File: config.mk
export PLATFORM = sky130hd
export DESIGN_NAME = cic_interpolator
export DESIGN_NICKNAME = d
export VERILOG_FILES = /design/src/rtl/dfe_pkg.sv /design/src/rtl/cic_integrator_chain.sv /design/src/rtl/cic_interpolator.sv
export SDC_FILE = /design/constraint.sdc
export NUM_CORES = 1
export LEC_CHECK = 0
export ABC_AREA = 1
export CAP_MARGIN = 30
export CORE_ASPECT_RATIO = 0.5
export CORE_UTILIZATION = 55
export DETAILED_ROUTE_END_ITERATION = 16
export PLACE_DENSITY = 0.7
export SYNTH_ARGS = -nofsm -noshare
export SYNTH_HDL_FRONTEND = slang
export SYNTH_SLANG_ARGS = --single-unit
File: constraint.sdc
create_clock -name clk -period 18.24 [get_ports clk]
set_input_delay 2.736 -clock clk [delete_from_list [all_inputs] [get_ports clk]]
set_output_delay 2.736 -clock clk [all_outputs]
set_load 0.01 [all_outputs]
File: src/rtl/dfe_pkg.sv
// dfe_pkg: shared ratio decode, width derivation and state encoding for the DFE blocks
package dfe_pkg;
  localparam int CIC_WIDTH = 16;
  localparam int CIC_N_STAGES = 3;
  localparam int CIC_LOG2_R_MAX = 4;
  localparam logic [4:0] R_1 = 5'd1;
  localparam logic [4:0] R_2 = 5'd2;
  localparam logic [4:0] R_4 = 5'd4;
  localparam logic [4:0] R_8 = 5'd8;
  localparam logic [4:0] R_16 = 5'd16;
  typedef enum logic [1:0] {IDLE, LOAD, EMIT} state_t;
  function automatic int acc_width(input int w, input int n, input int l);
    return w + n * l;
  endfunction
  function automatic logic [2:0] ratio_log2(input logic [4:0] r);
    return r == R_2 ? 3'd1 : r == R_4 ? 3'd2 : r == R_8 ? 3'd3 : r == R_16 ? 3'd4 : 3'd0;
  endfunction
  function automatic logic [4:0] ratio_norm(input logic [4:0] r);
    return R_1 << ratio_log2(r);
  endfunction
endpackage

File: src/rtl/cic_integrator_chain.sv
// cic_integrator_chain: cascaded wrapping accumulators with enable and synchronous clear
module cic_integrator_chain
  import dfe_pkg::*;
#(
  parameter int N_STAGES = CIC_N_STAGES,
  parameter int ACC_WIDTH = acc_width(CIC_WIDTH, CIC_N_STAGES, CIC_LOG2_R_MAX)
) (
  input  logic                        clk,
  input  logic                        rst,
  input  logic                        en,
  input  logic                        clr,
  input  logic signed [ACC_WIDTH-1:0] din,
  output logic signed [ACC_WIDTH-1:0] sum
);
  logic signed [ACC_WIDTH-1:0] acc_q [N_STAGES];
  logic signed [ACC_WIDTH-1:0] acc_d [N_STAGES];
  logic signed [ACC_WIDTH-1:0] s;
  // each stage adds the freshly summed value of the one before, so an impulse reaches the output in the same cycle
  always_comb begin
    s = din;
    for (int k = 0; k < N_STAGES; k++) begin
      s = acc_q[k] + s;
      acc_d[k] = clr ? '0 : en ? s : acc_q[k];
    end
    sum = s;
  end
  always_ff @(posedge clk or posedge rst) begin
    if (rst) begin
      for (int k = 0; k < N_STAGES; k++) acc_q[k] <= '0;
    end else begin
      for (int k = 0; k < N_STAGES; k++) acc_q[k] <= acc_d[k];
    end
  end
endmodule

File: src/rtl/cic_interpolator.sv
// cic_interpolator: N-stage CIC upsampler by R in {1,2,4,8,16}, scaled back to unity DC gain
module cic_interpolator
  import dfe_pkg::*;
#(
  parameter int WIDTH = CIC_WIDTH,
  parameter int N_STAGES = CIC_N_STAGES,
  parameter int LOG2_R_MAX = CIC_LOG2_R_MAX,
  parameter int ACC_WIDTH = acc_width(WIDTH, N_STAGES, LOG2_R_MAX)
) (
  input  logic                    clk,
  input  logic                    rst,
  input  logic [4:0]              R,
  input  logic signed [WIDTH-1:0] x_input,
  input  logic                    valid_in,
  output logic                    ready_out,
  output logic signed [WIDTH-1:0] y_output,
  output logic                    valid_out
);
  state_t state_q, state_d;
  logic [4:0] r_lat_q, r_lat_d, phase_q, phase_d, r_new;
  logic signed [ACC_WIDTH-1:0] dly_q [N_STAGES];
  logic signed [ACC_WIDTH-1:0] dly_d [N_STAGES];
  logic signed [ACC_WIDTH-1:0] comb_q, comb_d, c, integ_in, integ_sum;
  logic signed [WIDTH-1:0] y_q, y_d;
  logic valid_q, valid_d, emit, last, ready, accept, clr, bypass, ld;
  logic [7:0] sh;
  always_comb begin
    r_new = ratio_norm(R);
    emit = state_q == EMIT;
    last = emit && phase_q == r_lat_q - 5'd1;
    ready = state_q == IDLE || last;
    accept = valid_in && ready;
    clr = accept && r_new != r_lat_q;
    bypass = accept && state_q == IDLE && r_new == R_1;
    ld = accept && !bypass;
    c = ACC_WIDTH'(x_input);
    for (int k = 0; k < N_STAGES; k++) begin
      dly_d[k] = ld ? c : clr ? '0 : dly_q[k];
      c = c - (clr ? '0 : dly_q[k]);
    end
    comb_d = ld ? c : comb_q;
    integ_in = phase_q == '0 ? comb_q : '0;
    sh = 8'(ratio_log2(r_lat_q) * (N_STAGES - 1));
    phase_d = emit && !last ? phase_q + 5'd1 : '0;
    state_d = state_q == LOAD ? EMIT : state_q == IDLE ? (ld ? LOAD : IDLE) : (last && !accept ? IDLE : EMIT);
    r_lat_d = accept ? r_new : r_lat_q;
    // a ratio change wipes the integrators, so that edge produces no output sample
    y_d = bypass ? x_input : emit && !clr ? WIDTH'(integ_sum >>> sh) : y_q;
    valid_d = bypass || (emit && !clr);
  end
  cic_integrator_chain #(.N_STAGES(N_STAGES), .ACC_WIDTH(ACC_WIDTH)) u_int (
    .clk(clk),
    .rst(rst),
    .en(emit),
    .clr(clr),
    .din(integ_in),
    .sum(integ_sum)
  );
  always_ff @(posedge clk or posedge rst) begin
    if (rst) begin
      state_q <= IDLE;
      r_lat_q <= '0;
      phase_q <= '0;
      comb_q <= '0;
      y_q <= '0;
      valid_q <= 1'b0;
      for (int k = 0; k < N_STAGES; k++) dly_q[k] <= '0;
    end else begin
      state_q <= state_d;
      r_lat_q <= r_lat_d;
      phase_q <= phase_d;
      comb_q <= comb_d;
      y_q <= y_d;
      valid_q <= valid_d;
      for (int k = 0; k < N_STAGES; k++) dly_q[k] <= dly_d[k];
    end
  end
  assign ready_out = ready && !rst;
  assign y_output = y_q;
  assign valid_out = valid_q;
endmodule

== Word level (Yosys, flattened, before mapping) ==
Cells that the tools add are included.

* $add $sub $neg: 8
* Equality and inequality tests: 13
* Shift-type cells: 2
* Multiplexer cells: 28
* Reduce and logical (&&, ||, !) cells: 21

{| class="wikitable"
|+ Operators with widths
! operator !! number
|-
| $mux 28 || 13
|-
| $add 28x28->28 || 3
|-
| $sub 28x28->28 || 3
|-
| $mux 16 || 2
|-
| $sshr 28x4->16 || 1
|-
| $mux 3 || 8
|-
| $eq 5x2->1 const B || 2
|-
| $eq 5x3->1 const B || 2
|-
| $eq 5x4->1 const B || 2
|-
| $eq 5x5->1 const B || 2
|-
| $logic_and 1x1->1 || 10
|-
| $mux 2 || 3
|-
| $add 5x1->5 const B || 1
|-
| $eq 5x1->1 const B || 1
|-
| $eq 5x5->1 || 1
|-
| $logic_not 1->1 || 5
|-
| $logic_not 5->1 || 1
|-
| $mux 5 || 1
|-
| $ne 5x5->1 || 1
|-
| $shl 1x3->5 const A || 1
|-
| $sub 5x1->5 const B || 1
|-
| $reduce_bool 2->1 || 2
|-
| $eq 2x1->1 const B || 1
|-
| $eq 2x2->1 const B || 1
|-
| other kinds (3) || 4
|}

* Bits in registers: 225
* Bits of input ports: 24
* Output and inout port bits: 18
* Logic and storage cells: 84

== Logic depth before layout (Yosys ltp) ==
Gate-level depths: netlist of run 1.

* Depth after elaboration: 13
* Mapped depth: 52
* Depth with buffers taken out: 50

== By module ==
A second synthesis of run 1 with hierarchy kept.

* Cell total of the unflattened synthesis: 2516
* Area, all modules: 18459.0 sq um

{| class="wikitable"
|+ Modules (own cells, without submodules)
! module !! instances !! cells each !! area each (sq um) !! sequential area each (sq um)
|-
| cic_interpolator || 1 || 1532 || 10968.0 || 3528.4
|-
| cic_integrator_chain || 1 || 984 || 7490.9 || 2102.0
|}

== Worst setup path before layout of run 1 ==
No wires, ideal clock.

* Path type: input -> register
* Start point: input port R[0]
* End point: register comb_q[24]
* Library setup time: 0.117 ns
* Arrival: 8.523 ns
* Required time: 18.123 ns
* Setup slack: 9.599 ns
* Stages on the path: 46
* Buffers on the path: 3
* Cells stage by stage: nor2_1 nand3_1 nand2_1 a21boi_0 nand3_1 nand3_4 buf_6 clkbuf_1 clkbuf_1 nand2_1 ha_1 a21oi_1 o21ai_0 a21oi_1 o21bai_1 xor2_1 inv_1 ha_1 [... 10 more ...] a21oi_1 nand2_1 nand3_1 nand2_1 nand3_1 nand2_1 nand3_1 nand2_1 nand2_1 a21oi_1 nand3_2 nand2_1 nand2_1 nand2_1 nand2_1 or2_1 nand3_1 nand2_1

* Word-level cells in the longest chain between the ends: 12
* Elaborated cells on any way between the ends: 21
* Classes of those cells: add/sub (3); eq/ne (6); shift (1); mux (7); reduce/logical (4)

{| class="wikitable"
|+ Ends and longest elaborated chain
! item !! RTL line !! text
|-
| start: declaration || cic_interpolator.sv:12 || <nowiki>input logic [4:0] R,</nowiki>
|-
| $eq 5x5->1 || dfe_pkg.sv:16 || <nowiki>return r == R_2 ? 3'd1 : r == R_4 ? 3'd2 : r == R_8 ? 3'd3 : r == R_16 ? 3'd4 : 3'd0;</nowiki>
|-
| $mux 3 (3 in a row) || dfe_pkg.sv:16 ||
|-
| $mux 3 (*) || dfe_pkg.sv:16 ||
|-
| $shl 1x3->5 (*) || dfe_pkg.sv:19 || <nowiki>return R_1 << ratio_log2(r);</nowiki>
|-
| $ne 5x5->1 || cic_interpolator.sv:33 || <nowiki>clr = accept && r_new != r_lat_q;</nowiki>
|-
| $logic_and 1x1->1 || cic_interpolator.sv:33 ||
|-
| $mux 28 || cic_interpolator.sv:39 || <nowiki>c = c - (clr ? '0 : dly_q[k]);</nowiki>
|-
| $sub 28x28->28 (3 in a row) || cic_interpolator.sv:39 ||
|-
| end signal: assignment || cic_interpolator.sv:72 || <nowiki>comb_q <= comb_d;</nowiki>
|-
| end: declaration || cic_interpolator.sv:23 || <nowiki>logic signed [ACC_WIDTH-1:0] comb_q, comb_d, c, integ_in, integ_sum;</nowiki>
|}

Every way passes the cells marked *; elsewhere a longest branch is shown, timed or not.
A chain may end at the register's enable or synchronous reset.

== Final worst setup path of run 1 ==
* Start point: input port R[1]
* End point: register comb_q[24]

Same word-level chain as after synthesis.

==> results of run 1 <==
## final timing paths
kind / start / end / slack, ns / depth (start not counted)
min in group asynchronous: rst / comb_q[0]$_DFFE_PP0P_ / 2.77 / 2
max in group asynchronous: rst / u_int.acc_q[66]$_DFFE_PP0P_ / 14.20 / 3
min reg2reg: y_output[6]$_DFFE_PP0P_ / y_output[6]$_DFFE_PP0P_ / 0.48 / 2
max reg2reg: r_lat_q[0]$_DFFE_PP0P_ / comb_q[24]$_DFFE_PP0P_ / 10.15 / 49
min: y_output[6]$_DFFE_PP0P_ / y_output[6]$_DFFE_PP0P_ / 0.48 / 2
max: R[1] / comb_q[24]$_DFFE_PP0P_ / 8.38 / 50
## final cells by class
class,instances,share of cell area (%)
Multi-Input combinational cell,1753,55.8
Sequential cell,225,30.2
Inverter,217,4.41
Clock buffer,27,3.28
Tap cell,423,2.84
Timing Repair Buffer,53,2.69
Clock inverter,13,0.739
## per-layer routing
layer  GRT usage, %  share of wire (%)  vias up
li1               -                  -     7664
met1           41.1                 51     6940
met2           41.0                 41      276
met3           5.17                5.6       48
met4           4.23                1.4        0
met5              0                  0        -
## synth_stat cells, types with 3 or more instances
cell | count | share of area (%)
sky130_fd_sc_hd__nand3_2 | 6 | 0.35
sky130_fd_sc_hd__o211ai_1 | 12 | 0.53
sky130_fd_sc_hd__fa_1 | 6 | 0.70
sky130_fd_sc_hd__xnor2_1 | 43 | 2.2
sky130_fd_sc_hd__o21a_1 | 6 | 0.26
sky130_fd_sc_hd__nor3_1 | 12 | 0.35
sky130_fd_sc_hd__a21oi_1 | 186 | 5.4
sky130_fd_sc_hd__o21ai_1 | 19 | 0.56
sky130_fd_sc_hd__xor2_1 | 87 | 4.5
sky130_fd_sc_hd__o21ai_0 | 227 | 6.6
sky130_fd_sc_hd__a31oi_1 | 11 | 0.40
sky130_fd_sc_hd__nor4_1 | 7 | 0.26
sky130_fd_sc_hd__nand3_1 | 101 | 3.0
sky130_fd_sc_hd__o22ai_1 | 4 | 0.15
sky130_fd_sc_hd__o21bai_1 | 12 | 0.53
sky130_fd_sc_hd__inv_2 | 4 | 0.088
sky130_fd_sc_hd__a21boi_0 | 6 | 0.26
sky130_fd_sc_hd__nor2_2 | 3 | 0.11
sky130_fd_sc_hd__a21o_1 | 7 | 0.31
sky130_fd_sc_hd__clkbuf_1 | 56 | 1.2
sky130_fd_sc_hd__nand4_1 | 19 | 0.70
sky130_fd_sc_hd__buf_1 | 8 | 0.18
sky130_fd_sc_hd__o31ai_1 | 4 | 0.18
sky130_fd_sc_hd__and2_1 | 4 | 0.15
sky130_fd_sc_hd__nand2_2 | 11 | 0.40
sky130_fd_sc_hd__nand3b_1 | 3 | 0.13
sky130_fd_sc_hd__a22o_1 | 56 | 2.9
sky130_fd_sc_hd__nor2_1 | 120 | 2.6
sky130_fd_sc_hd__nand2_1 | 564 | 12
sky130_fd_sc_hd__a21boi_1 | 8 | 0.35
sky130_fd_sc_hd__or2_2 | 14 | 0.51
sky130_fd_sc_hd__nor2_4 | 3 | 0.20
sky130_fd_sc_hd__dfrtp_1 | 225 | 33
sky130_fd_sc_hd__a211oi_1 | 3 | 0.13
sky130_fd_sc_hd__o221ai_1 | 7 | 0.36
sky130_fd_sc_hd__ha_1 | 166 | 12
sky130_fd_sc_hd__inv_1 | 212 | 4.7
## registers in the layout, indices dropped and copies added, names as in the netlist
register     cells
valid_out        1
comb_q          28
phase_q          5
state_q          2
y_output        16
u_int.acc_q     84
dly_q           84
r_lat_q          5
## kinds of logic after synthesis
kind of cell,synth area share (%)
and+or+nand+nor,21.6
AOI/OAI and AO/OA,19.4
buffers and inverters,6.33
DFF,32.9
adders and majority gates,12.9
xor gates and xnor gates,6.89
## worst reg2reg max path: cells and delay by family, from the launching register on
family | cells | cell delay, ns
buf+inv | 6 | 1.35
fa+ha+maj | 5 | 1.68
flops | 1 | 0.45
compound gates | 8 | 1.39
simple gates | 28 | 2.80
xor+xnor | 2 | 0.32
## stage by stage
| stage | cell area (sq um) | worst slack (ns) | hold WS, ns | instances |
|---|---|---|---|---|
| 2_1_floorplan | 17100 | 9.34 | 0.449 | 2262 |
| 3_3_place_gp | 17900 | 8.00 | 0.467 | 2671 |
| 3_5_place_dp | 17900 | 7.84 | 0.468 | 2671 |
| 4_1_cts | 18600 | 8.37 | 0.488 | 2711 |
| 5_1_grt | 18600 | 7.34 | 0.500 | 2711 |
| 6_report | 18600 | 8.38 | 0.484 | 2711 |
==> metrics, run 1 <==
run status finished clean; initial antenna violation count 0; peak fanout along the critical path between 80 and 90; Setup Total Neg Slack 0 ns; clock tree from TritonCTS yes; DIE AREA approximately 32,000 sq um; CP Capture Type flop; multi-input gate area in the final layout between 10,000 and 15,000 sq um; top library cells by usage in the layout, fill and taps aside sky130_fd_sc_hd__nand2_1, sky130_fd_sc_hd__o21ai_0, sky130_fd_sc_hd__dfrtp_1, sky130_fd_sc_hd__inv_1, sky130_fd_sc_hd__a21oi_1; setup fix buffers added after clock tree synthesis 0; half-perimeter wire length after placement between 30,000 and 40,000 microns; Worst Path Buf+Inv 7; routability-driven placement congestion ratio a little under 0.9; Final Hold Viols 0; maximum number of pins on one net before global-route repair 116; Area Growth Syn to Fin 9.00%; max-cap check violation count 0; vias after detailed routing between 10,000 and 15,000; total grt overflow 0; Final ANT Viol Nets 0; critical path required time 18.65 ns; Net Count, Synth approximately 2,500; top-level I/O count 42; flops & latches, synth ~230; most common cell after layout, fill and taps aside sky130_fd_sc_hd__nand2_1; Final Cycle Share approximately 54%; maximum level of the CTS H-tree 1; warnings from Yosys 0; first-pass GRT wire length between 70,000 and 80,000 microns; DIE HEIGHT approximately 130 microns; TritonCTS Buffers 23; number of gates given a new drive strength after cts 0; Data arrival, critical path between 10 and 15 ns; layout cells sized above 1 under 10%; clock skew after layout ~0.015 ns; latest clock arrival within the worst-skew pair 0.54 ns; post-synthesis cell count around 2,300; clk buf depth 3; CTS Root Cell sky130_fd_sc_hd__clkbuf_16; number of sinks driven by the clock tree approximately 230; GRT Total Usage between 20 and 30%; final standard cell utilization of the core 61.2%; ANT cells 0; Worst Tran Pin Value between 0.9 and 1 ns; clock slew seen by the registers of the worst setup and hold paths 0.07 ns; Netlist cell types 54; flip-flop and latch area approximately 5600 sq um; count of hold-fix buffers inserted at cts 0; final routed wirelength across all metal layers 42,200 microns; slowest library cell on the worst path sky130_fd_sc_hd__buf_4; critical path startpoint category input pin; portion of the post-synthesis area used by sequential elements between 30 and 40%; max-slew violations 0; min-delay worst type flop to flop; largest incremental delay on the critical path between 0.7 and 0.8 ns; maximum clock frequency 101 MHz; EDFF count, synth 0; synthesized area divided by synthesized cell count between 7 and 8 sq um; cell repeated most along the worst path sky130_fd_sc_hd__nand2_1; DRT Pass-1 Iters 6; Filler Cells Inserted roughly 2,800; vias per inst 5.51; Initial Utilization 56.1%; horizontal die dimension between 200 and 300 microns; Avg WL per Cell around 16 microns; unrepaired setup endpoints after global routing false; asr flop ratio synth 100%; number of violations reported at the end of detailed-routing iteration 0 between 1,000 and 1,500; Final setup violation count 0; worst setup path category input pin to flop; flip-flop cell with the highest count after synthesis sky130_fd_sc_hd__dfrtp_1; Syn Std Cell Area 17,100 sq um; floorplan core area a little over 30,000 sq um; Remaining DRCs 0; min Tclk post-route 9.86 ns; count of nets after finishing 2,469; via count of the first global-routing pass roughly 14,000; Port Buffers roughly 40; Row Count 45; Worst path top cell family by delay simple AND/OR/NAND/NOR gates; Rel. slew slack between 30% and 40%
Power of run 1 is left out: the tool's default activity adds up to more than one toggle a clock period on the data nets, which glitch-free logic cannot reach.
==> run 2: changes to the inputs <==
clock period = 10.05 ns   (was 18.24 ns; I/O delays follow)
==> run 2 against run 1 <==
Sequential share of layout area shrank 0.097 points. Global-route usage is 0.42 points lower. Routed wire length fell by 0.67%. Non-clock buffer count grew 1. Cell area grew 0.32%. Final cell count rose by 0.11%. Sequential cell count unchanged. First-iteration DRC count is 15% lower. Clock skew decreased by 0.0036 ns. Register-to-register slack got worse by 7.8 ns. Worst setup slack worse by 6.2 ns. Utilization grew 0.20 points.
==> metrics, run 2 (synthesis results as in run 1) <==
clock tree from TritonCTS yes (unchanged); Worst Path Buf+Inv 4 (was 7); DRT Pass-1 Iters 5 (was 6); clk buf depth 3 (unchanged); tightest hold margin 0.480 ns (was 0.484 ns); GRT Total Usage 26.8% (was 27.2%); run status finished clean (unchanged); Filler Cells Inserted 2,764 (was 2,773); largest registers in the final layout dly_q: 84 flops, u_int.acc_q: 84 flops, comb_q: 28 flops (unchanged); half-perimeter wire length after placement 31,500 microns (was 31,200 microns); critical path startpoint category input pin (unchanged); cell repeated most along the worst path sky130_fd_sc_hd__nand2_1 (unchanged); slowest library cell on the worst path sky130_fd_sc_hd__fa_1 (was sky130_fd_sc_hd__buf_4); Final ANT Viol Nets 0 (unchanged); first-pass GRT wire length 69,500 microns (was 70,800 microns); maximum level of the CTS H-tree 1 (unchanged); min Tclk post-route 7.89 ns; Final Hold Viols 0 (unchanged); uppermost signal routing layer after detailed routing met4 (unchanged); clock skew after layout 0.0115 ns (was 0.0151 ns); top-level I/O count 42 (unchanged); Setup Total Neg Slack 0 ns (unchanged); Worst Tran Pin Value 0.957 ns (was 0.948 ns); count of nets after finishing 2,470 (was 2,469); Initial Utilization 56.1% (unchanged); max-slew violations 0 (unchanged); CTS Root Cell sky130_fd_sc_hd__clkbuf_16 (unchanged); critical path required time 10.47 ns (was 18.65 ns); number of violations reported at the end of detailed-routing iteration 0 1,034 (was 1,212); Row Count 45 (unchanged); floorplan core area 30,500 sq um (unchanged); final standard cell utilization of the core 61.4% (was 61.2%); flip-flop and latch area 5630 sq um (unchanged); most common cell after layout, fill and taps aside sky130_fd_sc_hd__nand2_1 (unchanged); min-delay worst type flop to flop (unchanged); Area Growth Syn to Fin 9.35% (was 9.00%); layout cells sized above 1 4.63% (was 4.50%); length of routed met2 wiring 17,100 microns (was 17,500 microns); Data arrival, critical path 8.31 ns (was 10.27 ns); vias after detailed routing 14,900 (about the same); TritonCTS Buffers 23 (unchanged); post-route non-filler standard cell count 2,714 (was 2,711); Final Cycle Share 78.5%; Remaining DRCs 0 (unchanged); CP Capture Type flop (unchanged); initial antenna violation count 0 (unchanged); Cell Count Post-Placement 2,672 (was 2,671); vias per inst 5.48 (was 5.51); unrepaired setup endpoints after global routing false (unchanged); peak fanout along the critical path 17 (was 87); count of hold-fix buffers inserted at cts 0 (unchanged); total met3 wirelength after detailed routing 2330 microns (was 2370 microns); multi-input gate area in the final layout 10,400 sq um (unchanged); via count of the first global-routing pass 13,800 (was 14,000); final routed wirelength across all metal layers 41,900 microns (was 42,200 microns); DIE HEIGHT 127 microns (unchanged); Avg WL per Cell 15.5 microns (was 15.6 microns); number of gates given a new drive strength after cts 0 (unchanged); Rel. slew slack 36.2% (was 36.8%); maximum number of pins on one net before global-route repair 118 (was 116); top library cells by usage in the layout, fill and taps aside sky130_fd_sc_hd__nand2_1, sky130_fd_sc_hd__o21ai_0, sky130_fd_sc_hd__dfrtp_1, sky130_fd_sc_hd__inv_1, sky130_fd_sc_hd__a21oi_1 (unchanged); max-cap check violation count 0 (unchanged); Final setup violation count 0 (unchanged); DIE AREA 31,800 sq um (unchanged); wl on met1 21,800 microns (was 21,700 microns); setup fix buffers added after clock tree synthesis 0 (unchanged); routability-driven placement congestion ratio 0.908 (was 0.890); horizontal die dimension 251 microns (unchanged); Port Buffers 41 (unchanged); Worst path top cell family by delay simple AND/OR/NAND/NOR gates (unchanged); worst setup path category input pin to flop (unchanged); clock slew seen by the registers of the worst setup and hold paths 0.06 ns (was 0.07 ns); ANT cells 0 (unchanged); largest incremental delay on the critical path 0.48 ns (was 0.71 ns); latest clock arrival within the worst-skew pair 0.54 ns (about the same); number of sinks driven by the clock tree 225 (unchanged); total grt overflow 0 (unchanged); maximum clock frequency approximately 130 MHz
==> run 2: worst reg2reg max path: cells and delay by family, from the launching register on <==
family / cells / cell delay, ns
simple gates: 13 / 1.48
fa+ha+maj: 5 / 1.60
compound gates: 17 / 3.21
xor+xnor: 2 / 0.48
buf+inv: 2 / 0.36
flops: 1 / 0.41
==> run 2: worst paths after layout <==
check | startpoint | end | slack, ns | depth (start not counted)
max reg2reg | phase_q[0]$_DFF_PP0_ | y_output[15]$_DFFE_PP0P_ | 2.38 | 39
min | y_output[6]$_DFFE_PP0P_ | y_output[6]$_DFFE_PP0P_ | 0.48 | 2
max | R[4] | comb_q[24]$_DFFE_PP0P_ | 2.16 | 46
min reg2reg | y_output[6]$_DFFE_PP0P_ | y_output[6]$_DFFE_PP0P_ | 0.48 | 2
max in group asynchronous | rst | dly_q[53]$_DFF_PP0_ | 7.70 | 4
min in group asynchronous | rst | r_lat_q[3]$_DFFE_PP0P_ | 1.35 | 2
==> run 2: per-layer routing <==
| layer | global-route usage (%) | vias up |
|---|---|---|
| met3 | 5.81 | 47 |
| met4 | 4.81 | 0 |
| met1 | 40.1 | 6907 |
| li1 | - | 7652 |
| met2 | 40.0 | 270 |
| met5 | 0 | - |
==> run 2: layout make-up <==
cell class	instances	area share, %
clock buffers	31	3.56
flip-flops and latches	225	30.1
multi-input cells	1753	55.6
repair buffers	54	2.93
inverters	217	4.40
clock inverters	11	0.509
well taps	423	2.83
==> run 2: per-stage QoR <==
step / area (sq um) / worst slack [ns]
2_1_floorplan: 17100 / 2.38
3_3_place_gp: 17900 / 1.82
3_5_place_dp: 17900 / 1.70
4_1_cts: 18700 / 2.21
5_1_grt: 18700 / 1.23
6_report: 18700 / 2.16
Power of run 2 is left out for the same reason.
==> run 3: changes to the inputs <==
clock period = 7.3 ns   (was 10.05 ns; I/O delays follow)
==> run 3 against run 2 <==
Final cell count increased by 2.1%. Worst setup slack got worse by 1.7 ns. Hold slack improved by 0.0032 ns. Utilization increased by 2.4 points. Sequential cell count unchanged. Critical endpoint is now comb_q[27]$_DFFE_PP0P_.
==> metrics, run 3 (synthesis results as in run 1) <==
Filler Cells Inserted 2,731 (was 2,764); max-cap check violation count 0 (unchanged); Worst Setup Slack post-DPL -0.0815 ns (was 1.70 ns); top library cells by usage in the layout, fill and taps aside sky130_fd_sc_hd__nand2_1, sky130_fd_sc_hd__dfrtp_1, sky130_fd_sc_hd__o21ai_0, sky130_fd_sc_hd__inv_1, sky130_fd_sc_hd__a21oi_1 (was sky130_fd_sc_hd__nand2_1, sky130_fd_sc_hd__o21ai_0, sky130_fd_sc_hd__dfrtp_1, sky130_fd_sc_hd__inv_1, sky130_fd_sc_hd__a21oi_1); GRT Total Usage 27.5% (was 26.8%); Port Buffers 41 (unchanged); initial antenna violation count 0 (unchanged); Avg WL per Cell 15.8 microns (was 15.5 microns); top-level I/O count 42 (unchanged); count of hold-fix buffers inserted at cts 0 (unchanged); Remaining DRCs 0 (unchanged); Rel. slew slack 36.5% (was 36.2%); clock slew seen by the registers of the worst setup and hold paths 0.07 ns (was 0.06 ns); Cell Count Post-Placement 2,727 (was 2,672); number of sinks driven by the clock tree 225 (unchanged); critical path required time 7.72 ns (was 10.47 ns); final standard cell utilization of the core 63.7% (was 61.4%); min Tclk post-route between 6 and 7 ns; latest clock arrival within the worst-skew pair 0.55 ns (was 0.54 ns); vias after detailed routing 15,300 (was 14,900); final routed wirelength across all metal layers 43,700 microns (was 41,900 microns); met1 Track Usage GR 41.0% (was 40.1%); routing layer with the top usage in global route met2 (was met1); Final setup violation count 0 (unchanged); vias per inst 5.53 (was 5.48); DRT Pass-1 Iters 5 (unchanged); min-delay worst type flop to flop (unchanged); Final Hold Viols 0 (unchanged); clock skew after layout 0.0217 ns (was 0.0115 ns); via count of the first global-routing pass 14,200 (was 13,800); worst setup slack after layout 0.500 ns (was 2.16 ns); number of violations reported at the end of detailed-routing iteration 0 1,212 (was 1,034); CTS Root Cell sky130_fd_sc_hd__clkbuf_16 (unchanged); run status finished clean (unchanged); total grt overflow 0 (unchanged); clk buf depth 3 (unchanged); Setup Total Neg Slack 0 ns (unchanged); most common cell after layout, fill and taps aside sky130_fd_sc_hd__nand2_1 (unchanged); half-perimeter wire length after placement 32,600 microns (was 31,500 microns); first-pass GRT wire length 71,200 microns (was 69,500 microns); met2 Use GR 41.8% (was 40.0%); cell repeated most along the worst path sky130_fd_sc_hd__nand2_1 (unchanged); Area Growth Syn to Fin 13.6% (was 9.35%); routability-driven placement congestion ratio 0.919 (was 0.908); floorplan core area 30,500 sq um (unchanged); horizontal die dimension 251 microns (unchanged); peak fanout along the critical path 5 (was 17); met3 Resource Use GR 5.50% (was 5.81%); critical path startpoint category input pin (unchanged); Final ANT Viol Nets 0 (unchanged); Final Cycle Share between 90% and 100%; max-slew violations 0 (unchanged); Row Count 45 (unchanged); clock tree from TritonCTS yes (unchanged); count of nets after finishing 2,531 (was 2,470); maximum number of pins on one net before global-route repair 127 (was 118); maximum clock frequency 147 MHz; largest incremental delay on the critical path 0.53 ns (was 0.48 ns); slowest library cell on the worst path sky130_fd_sc_hd__clkdlybuf4s50_1 (was sky130_fd_sc_hd__fa_1); worst setup path category input pin to flop (unchanged); CP Capture Type flop (unchanged); Data arrival, critical path 7.22 ns (was 8.31 ns); maximum level of the CTS H-tree 1 (unchanged); post-route non-filler standard cell count 2,772 (was 2,714); layout cells sized above 1 8.90% (was 4.63%); Worst Tran Pin Value 0.946 ns (was 0.957 ns); DIE AREA 31,800 sq um (unchanged); TritonCTS Buffers 24 (was 23); DIE HEIGHT 127 microns (unchanged); Initial Utilization 56.1% (unchanged); largest registers in the final layout dly_q: 84 flops, u_int.acc_q: 84 flops, comb_q: 28 flops (unchanged); ANT cells 0 (unchanged)
[run 3: cell count changes in the layout (fill, tap and decap cells not counted), sizes merged]
cell,delta
buf,+60
bufinv,+2
clkbuf,+2
clkdlybuf4s50,-2
clkinv,-2
clkinvlp,-2
dlymetal6s2s,+2
inv,-2
[run 3: worst paths after layout]
check | from | cells after the start | end | slack [ns]
max | R[1] | 42 | comb_q[27]$_DFFE_PP0P_ | 0.50
min | comb_q[26]$_DFFE_PP0P_ | 2 | comb_q[26]$_DFFE_PP0P_ | 0.48
max reg2reg | phase_q[1]$_DFF_PP0_ | 40 | y_output[13]$_DFFE_PP0P_ | 0.54
min reg2reg | comb_q[26]$_DFFE_PP0P_ | 2 | comb_q[26]$_DFFE_PP0P_ | 0.48
max in group asynchronous | rst | 3 | comb_q[21]$_DFFE_PP0P_ | 4.70
min in group asynchronous | rst | 2 | dly_q[59]$_DFF_PP0_ | 1.19
[run 3: area by class of cell]
| type | instances | area, sq um | area share (%) |
|---|---|---|---|
| Clock buffer | 33 | 686 | 3.53 |
| Multi-Input combinational cell | 1753 | 10700 | 54.9 |
| Tap cell | 423 | 529 | 2.73 |
| Timing Repair Buffer | 114 | 983 | 5.06 |
| Clock inverter | 7 | 113 | 0.580 |
| Sequential cell | 225 | 5630 | 29.0 |
| Inverter | 217 | 822 | 4.23 |
[run 3: timing repair]
action                                  in CTS  in global routing
endpoints found under the setup margin       0                 18
resized for setup                            0                 62
setup buffers                                0                  5
[run 3: critical path: cells and delay by family]
family	cells	cell delay, ns
compound gates	5	1.06
xor+xnor	2	0.31
fa+ha+maj	4	1.34
buf+inv	7	0.97
simple gates	24	2.46
[run 3: metrics by stage]
stage / instance area (sq um) / hold WS, ns
finish: 19400 / 0.483
global route: 19400 / 0.507
CTS: 19100 / 0.489
detailed placement: 18300 / 0.471
global placement: 18300 / 0.468
floorplan: 17100 / 0.449
[run 3: layer usage]
layer	share of wire (%)	up-vias
met2	42	266
met4	1.3	0
met3	5.7	41
met1	51	7238
li1	-	7786
met5	0	-
Power of run 3 is left out for the same reason.
